`src/rtl/mux_arbiter_pkg.sv`:
```
// Shared sizes, FSM state encoding and helpers for the round-robin 4:1 mux arbiter.
package mux_arbiter_pkg;

    localparam int unsigned NUM_REQ = 4;
    localparam int unsigned SEL_W   = 2;
    localparam int unsigned CNT_W   = 8;

    typedef enum logic {
        StIdle  = 1'b0,
        StOwned = 1'b1
    } state_e;

    function automatic logic [NUM_REQ-1:0] onehot(input logic [SEL_W-1:0] idx);
        logic [NUM_REQ-1:0] v;
        v      = '0;
        v[idx] = 1'b1;
        return v;
    endfunction

endpackage

```
`src/rtl/mux_arbiter_rr_picker.sv`:
```
// Combinational round-robin picker: first asserted request scanning last+1 .. last+4 (mod 4).
module rr_picker
    import mux_arbiter_pkg::*;
(
    input  logic [NUM_REQ-1:0] req_i,
    input  logic [SEL_W-1:0]   last_i,
    output logic [SEL_W-1:0]   winner_o,
    output logic               valid_o
);

    logic [SEL_W-1:0] idx;

    // Scan farthest-first so the nearest asserted requester overwrites earlier hits.
    always_comb begin
        winner_o = last_i;
        valid_o  = 1'b0;
        idx      = last_i;
        for (int k = NUM_REQ; k >= 1; k--) begin
            idx = last_i + SEL_W'(k);
            if (req_i[idx]) begin
                winner_o = idx;
                valid_o  = 1'b1;
            end
        end
    end

endmodule

```
`src/rtl/mux_arbiter.sv`:
```
// Two-state round-robin arbiter for a shared 4:1 mux; all outputs registered.
// Optional hold-time limit enabled by defining MUX_ARBITER_TIMEOUT_EN.
module mux_arbiter
    import mux_arbiter_pkg::*;
#(
    parameter int unsigned TIMEOUT = 16
) (
    input  logic               clk_i,
    input  logic               rst_i,
    input  logic [NUM_REQ-1:0] req_i,
    output logic [NUM_REQ-1:0] gnt_o,
    output logic [SEL_W-1:0]   sel_o,
    output logic               busy_o,
    output logic               timeout_o
);

    state_e             state_q;
    logic [NUM_REQ-1:0] gnt_q;
    logic [SEL_W-1:0]   sel_q;
    logic [SEL_W-1:0]   last_q;
    logic               busy_q;

    logic [SEL_W-1:0]   winner;
    logic               winner_vld;

    rr_picker u_rr_picker (
        .req_i    (req_i),
        .last_i   (last_q),
        .winner_o (winner),
        .valid_o  (winner_vld)
    );

`ifdef MUX_ARBITER_TIMEOUT_EN
    logic [CNT_W-1:0] cnt_q;
    logic             timeout_q;

    always_ff @(posedge clk_i or posedge rst_i) begin
        if (rst_i) begin
            state_q   <= StIdle;
            gnt_q     <= '0;
            sel_q     <= '0;
            last_q    <= SEL_W'(NUM_REQ - 1);
            busy_q    <= 1'b0;
            cnt_q     <= '0;
            timeout_q <= 1'b0;
        end else begin
            timeout_q <= 1'b0;
            unique case (state_q)
                StIdle: begin
                    if (winner_vld) begin
                        state_q <= StOwned;
                        gnt_q   <= onehot(winner);
                        sel_q   <= winner;
                        last_q  <= winner;
                        busy_q  <= 1'b1;
                        cnt_q   <= '0;
                    end
                end
                StOwned: begin
                    if (!req_i[sel_q]) begin
                        state_q <= StIdle;
                        gnt_q   <= '0;
                        busy_q  <= 1'b0;
                    end else if (cnt_q == CNT_W'(TIMEOUT - 1)) begin
                        // Forced release; last_q already holds the owner for fair rescan.
                        state_q   <= StIdle;
                        gnt_q     <= '0;
                        busy_q    <= 1'b0;
                        timeout_q <= 1'b1;
                    end else begin
                        cnt_q <= cnt_q + 1'b1;
                    end
                end
                default: state_q <= StIdle;
            endcase
        end
    end

    assign timeout_o = timeout_q;
`else
    always_ff @(posedge clk_i or posedge rst_i) begin
        if (rst_i) begin
            state_q <= StIdle;
            gnt_q   <= '0;
            sel_q   <= '0;
            last_q  <= SEL_W'(NUM_REQ - 1);
            busy_q  <= 1'b0;
        end else begin
            unique case (state_q)
                StIdle: begin
                    if (winner_vld) begin
                        state_q <= StOwned;
                        gnt_q   <= onehot(winner);
                        sel_q   <= winner;
                        last_q  <= winner;
                        busy_q  <= 1'b1;
                    end
                end
                StOwned: begin
                    if (!req_i[sel_q]) begin
                        state_q <= StIdle;
                        gnt_q   <= '0;
                        busy_q  <= 1'b0;
                    end
                end
                default: state_q <= StIdle;
            endcase
        end
    end

    assign timeout_o = 1'b0;
`endif

    assign gnt_o  = gnt_q;
    assign sel_o  = sel_q;
    assign busy_o = busy_q;

endmodule

```
`config.mk`:
```
export PLATFORM = sky130hd
export DESIGN_NAME = mux_arbiter
export DESIGN_NICKNAME = d
export VERILOG_FILES = /design/src/rtl/mux_arbiter_pkg.sv /design/src/rtl/mux_arbiter_rr_picker.sv /design/src/rtl/mux_arbiter.sv
export SDC_FILE = /design/constraint.sdc
export NUM_CORES = 1
export LEC_CHECK = 0
export ABC_AREA = 1
export CORE_MARGIN = 1.5
export CORE_UTILIZATION = 41
export CTS_CLUSTER_DIAMETER = 120
export DETAILED_ROUTE_END_ITERATION = 8
export PLACE_DENSITY_LB_ADDON = 0.3
export SLEW_MARGIN = 20
export SYNTH_ARGS = -nofsm -noshare
export SYNTH_HDL_FRONTEND = slang
export SYNTH_SLANG_ARGS = --single-unit
```
`constraint.sdc`:
```
create_clock -name clk_i -period 1.9 [get_ports clk_i]
set_input_delay 0.38 -clock clk_i [delete_from_list [all_inputs] [get_ports clk_i]]
set_output_delay 0.38 -clock clk_i [all_outputs]
set_load 0.01 [all_outputs]
```
=== Word-level counts from Yosys, hierarchy flattened ===
Index checks and enable logic that the tools add are counted.

* Bits of input ports: 6
* Register bits: 10
* Output and inout port bits: 8
* Word-level logic and storage cells: 49

* Reduce and logical (&&, ||, !) cells: 3
* Add/sub/neg operators: 3
* Order comparisons: 7
* Equal/unequal tests: 2
* Muxes and demuxes: 28
* Bitwise logic cells: 1

{| class="wikitable"
|+ Operator list
! operator !! count
|-
| $lt A2 B3 Y1 const B || 6
|-
| $mux W1 || 14
|-
| $bmux W1 S2 || 5
|-
| $mux W4 || 2
|-
| $pmux W4 S2 || 1
|-
| $mux W2 || 3
|-
| $add A2 B2 Y2 const B || 2
|-
| $pmux W1 S2 || 2
|-
| $reduce_and A2 Y1 || 2
|-
| $add A2 B1 Y2 const B || 1
|-
| $demux W1 S2 || 1
|-
| $ge A2 B1 Y1 const B || 1
|-
| $ne A2 B1 Y1 const B || 1
|-
| $ne A2 B2 Y1 const B || 1
|-
| $logic_and A1 B1 Y1 || 1
|-
| $not A1 Y1 || 1
|}

=== Logic depth before layout (Yosys ltp) ===
* Depth in word-level cells: 12
* Depth in mapped cells: 10
* Depth with buffers taken out: 10

=== By module ===
A second synthesis with hierarchy kept.

* Cells, all modules: 100
* Area total of the unflattened synthesis: 708.2 um2

{| class="wikitable"
|+ By module, submodules not included
! module !! times used !! sequential area each (um2) !! cells each !! area each (um2)
|-
| mux_arbiter || 1 || 252.7 || 53 || 466.7
|-
| rr_picker || 1 || 0.0 || 47 || 241.5
|}

=== Worst setup path after synthesis ===
OpenSTA, ideal clock, no wires.

* Path type: register to register
* From: register last_q[0]
* To: register sel_q[0], in the netlist sel_o[0]
* Arrival time: 1.279 ns
* Required time: 1.783 ns
* Setup time: 0.117 ns
* Buffers on the path: 1
* Period minus slack after synthesis: 1.396 ns
* Slack: 0.504 ns
* Cell stages (with the launch flop): 9
* Cells stage by stage: dfstp_2 -> buf_6 -> nand2_2 -> o21ai_2 -> nor2_4 -> a21oi_4 -> inv_2 -> nand2_1 -> nand2_1

* Longest elaborated chain between the ends: 7
* Elaborated cells on any way between the ends: 19
* Classes of those cells: 3 x add/sub; 15 x mux; 1 x reduce/logical

{| class="wikitable"
|+ RTL lines
! element !! line !! text
|-
| from (decl) || mux_arbiter.sv:20 || <nowiki>logic [SEL_W-1:0] last_q;</nowiki>
|-
| from (signal assigned) || mux_arbiter.sv:86 || <nowiki>last_q <= SEL_W'(NUM_REQ - 1);</nowiki>
|-
| from (signal assigned) || mux_arbiter.sv:95 || <nowiki>last_q <= winner;</nowiki>
|-
| $add A2 B2 Y2 or $bmux W1 S2 (tied branches) || mux_arbiter_rr_picker.sv:19, mux_arbiter_rr_picker.sv:20 ||
|-
| $bmux W1 S2 or $mux W1 (tied branches) || mux_arbiter_rr_picker.sv:20 || <nowiki>if (req_i[idx]) begin</nowiki>
|-
| $mux W1 (not written as such) || mux_arbiter_rr_picker.sv:20 ||
|-
| $mux W1 (3 in series) || mux_arbiter_rr_picker.sv:20 ||
|-
| $reduce_and A2 Y1 (no line) || - ||
|-
| to (signal assigned) || mux_arbiter.sv:94 || <nowiki>sel_q <= winner;</nowiki>
|-
| to (decl) || mux_arbiter.sv:19 || <nowiki>logic [SEL_W-1:0] sel_q;</nowiki>
|}

Parallel ways exist; a longest one is shown, timed or not. The select of a mux whose other input is x is not followed.
A chain may end at the register's enable or synchronous reset.

=== Worst setup path after layout ===
* From: register sel_q[0], in the netlist sel_o[0]
* To: output sel_o[0]

{| class="wikitable"
|+ RTL lines
! element !! line !! text
|-
| to (decl) || mux_arbiter.sv:12 || <nowiki>output logic [SEL_W-1:0] sel_o,</nowiki>
|}

No word-level cell between the ends.

==> flow_metrics.py <==
metrics = {
    "clock_network": {
        "cts_made_buffers": 3,
        "h-tree-depth": 1,
        "clk_pin_slew_ps": 70,
        "cts_sinks": 10,
        "clk_latency_ps": 260,
        "cts_root_buf": "clkbuf_4",
        "cts_tree": "yes",
        "cts_max_path_buffers": 2,
        "postCtsHoldBufs": 0,
        "post-cts-setup-buffers": 0,
        "ctsResizeCount": 0,
    },
    "global_route": {
        "grt_antenna_before_repair": 0,
        "grt_max_degree": 11,
        "grt-busiest-layer": "met1",
        "grt_use_met1_pct": 25.25,
        "grt_use_met2_pct": 24.86,
        "grt_usage_pct": 16.85,
        "first_global_vias": 591,
        "grt-ovfl-total": 0,
        "use_met3_pct": 1.200,
        "grt_pass1_wl_mm": 2.532,
    },
    "critical_path": {
        "start_kind": "register",
        "crit_type": "reg2out",
        "cp_data_arrival_time_ps": 1250,
        "cp_slowest_cell": "clkdlybuf4s50_1",
        "crit_path_end_kind": "output port",
        "crit_family": "buffers and inverters",
        "cp_data_required_time_ps": 1520,
        "path_cells": "clkdlybuf4s50_1",
        "path_buf_inv": 1,
        "path_max_fanout": 6,
        "max_stage_delay_ps": 570,
    },
    "timing": {
        "setup_viol_count_final": 0,
        "fin_crit_sh_pct": 85.73,
        "fmax_mhz": 614.0,
        "hold_violations": 0,
        "layout_setup_ws_ps": 271.2,
        "final.setup.tns_ps": 0,
        "rsz0062_at_grt": "no",
        "skew_ps": 7.786,
        "period_needed_ps": 1629,
        "final_max_slew_viol_count": 0,
    },
    "die": {
        "ios": 14,
        "rows": 15,
        "die_h_um": 45.04,
        "dieArea_mm2": 0.002028,
        "core_mm2": 0.001689,
        "initial_core_util_pct": 42.89,
        "dieWidth_um": 45.04,
    },
    "route": {
        "wl_mm": 1.525,
        "vias_per_cell": 4.848,
        "drc": 0,
        "firstDrtPassIters": 5,
        "dr_total_vias": 669,
        "wl_per_cell_um": 11.05,
        "drtIter0Drc": 8,
        "ant_nets": 0,
    },
    "placed_design": {
        "place_area_um2": 854.6,
        "dp_hpwl_mm": 1.235,
        "gp_congestion": 0.9190,
        "dpl_worst_slack_ps": 79.58,
        "dp.cells": 134,
        "port_buffers": 12,
    },
    "yosys": {
        "syn-num-nets": 112,
        "synthTopCellsByArea": "dfrtp_1, nand2_1, nand2_2, nand3_1, dfstp_2",
        "yosys.area.top_type_share_pct": 27.63,
        "ys_seq_area_share_pct": 34.89,
        "synth_top_area_cell": "dfrtp_1",
        "synth-warning-count": 0,
        "synth.cell_area_um2": 724.4,
        "syn_inst": 106,
        "ys_types": 19,
        "syn_area_per_cell_um2": 6.834,
        "ys_ff_latch": 10,
    },
    "pwr": {
        "leakage_nw": 0.4645,
        "pwr-share-clk_pct": 9.2,
        "powerDensity_mw_per_mm2": 1812,
        "p_switching_mw": 0.7894,
        "switching_share_pct": 49.46,
        "ir_worst_vdd_uv": 957.1,
        "power_frac_seq_pct": 26.8,
        "internal_power_mw": 0.8065,
        "p_comb_share_pct": 64.0,
    },
    "layout": {
        "final_cell_mix": "nand2_1, clkdlybuf4s50_1, nand3_1",
        "num-fill-cells": 170,
        "multiInputGateArea_um2": 407.9,
        "final_area_um2": 880.8,
        "final_nets": 128,
        "ff_latch_area_um2": 252.7,
        "final_common_cell": "nand2_1",
        "layout.cells.non_filler": 138,
        "antenna_cells": 0,
        "fin_util_pct": 52.15,
        "synthToLayoutAreaGrowth_pct": 21.59,
        "drive_gt1_share_pct": 20.66,
    },
    "hold_path": {
        "hold_class": "in2async",
    },
    "outcome": {
        "status": "completed",
    },
    "run": {
        "cap_violations": 0,
    },
}
[power groups by stage]
stage	Sequential [mW]	Clock [mW]	Combinational, mW
floorplan	0.429	0	0.748
global placement	0.430	0	1.01
detailed placement	0.432	0	1.02
CTS	0.428	0.153	1.03
global route	0.444	0.162	1.14
finish	0.428	0.146	1.02
[registers in the layout, summed over array words and instances, names as in the netlist]
register and flops:
gnt_o 4, last_q 2, sel_o 2, busy_o 1, state_q 1
[cells by family after synthesis]
group,synth area share [%]
buffers and inverters,8.810
AOI/OAI and AO/OA,12.95
and+or+nand+nor,42.83
DFF,34.89
other,0.5176
[layer usage]
metal	part of all wire (%)	wire length (um)
met5	0	0
met4	0.79	12
met2	45	680
met1	52	792
met3	2.6	39
[path summary, 6_finish.rpt]
check                            end      start  cells after the start  slack [ps]
setup / recovery            sel_o[0]   sel_o[0]                      1         270
hold / removal              gnt_o[1]      rst_i                      2         390
setup reg to reg            gnt_o[1]  last_q[0]                      9         280
hold reg to reg               busy_o     busy_o                      2         480
max in group asynchronous  last_q[1]      rst_i                      2        1190
min in group clk_i            busy_o     busy_o                      2         480
[layout make-up]
class                   instances  area share [%]
flip-flops and latches         10           28.69
inverters                      12           5.114
multi-input cells              82           46.31
well taps                      17           2.415
clock buffers                   4           2.983
repair buffers                 13           14.49
[stage by stage]
stage	hold slack, ps	total power, mW
global route	436.3	1.747
CTS	398.8	1.607
detailed placement	464.5	1.452
floorplan	218.7	1.177
finish	392.8	1.596
global placement	460.8	1.437
[synthesized netlist by cell type]
master,instances
nand2_1,45
nand3_1,11
inv_1,10
nand2_2,10
dfrtp_1,8
o21ai_0,5
a21oi_1,2
dfstp_2,2
inv_2,2
o21ai_2,2
a21oi_2,1
a21oi_4,1
and2_4,1
buf_4,1
buf_6,1
conb_1,1
nor2_1,1
nor2_4,1
o21ai_4,1
(Power assumes the default switching activity.)
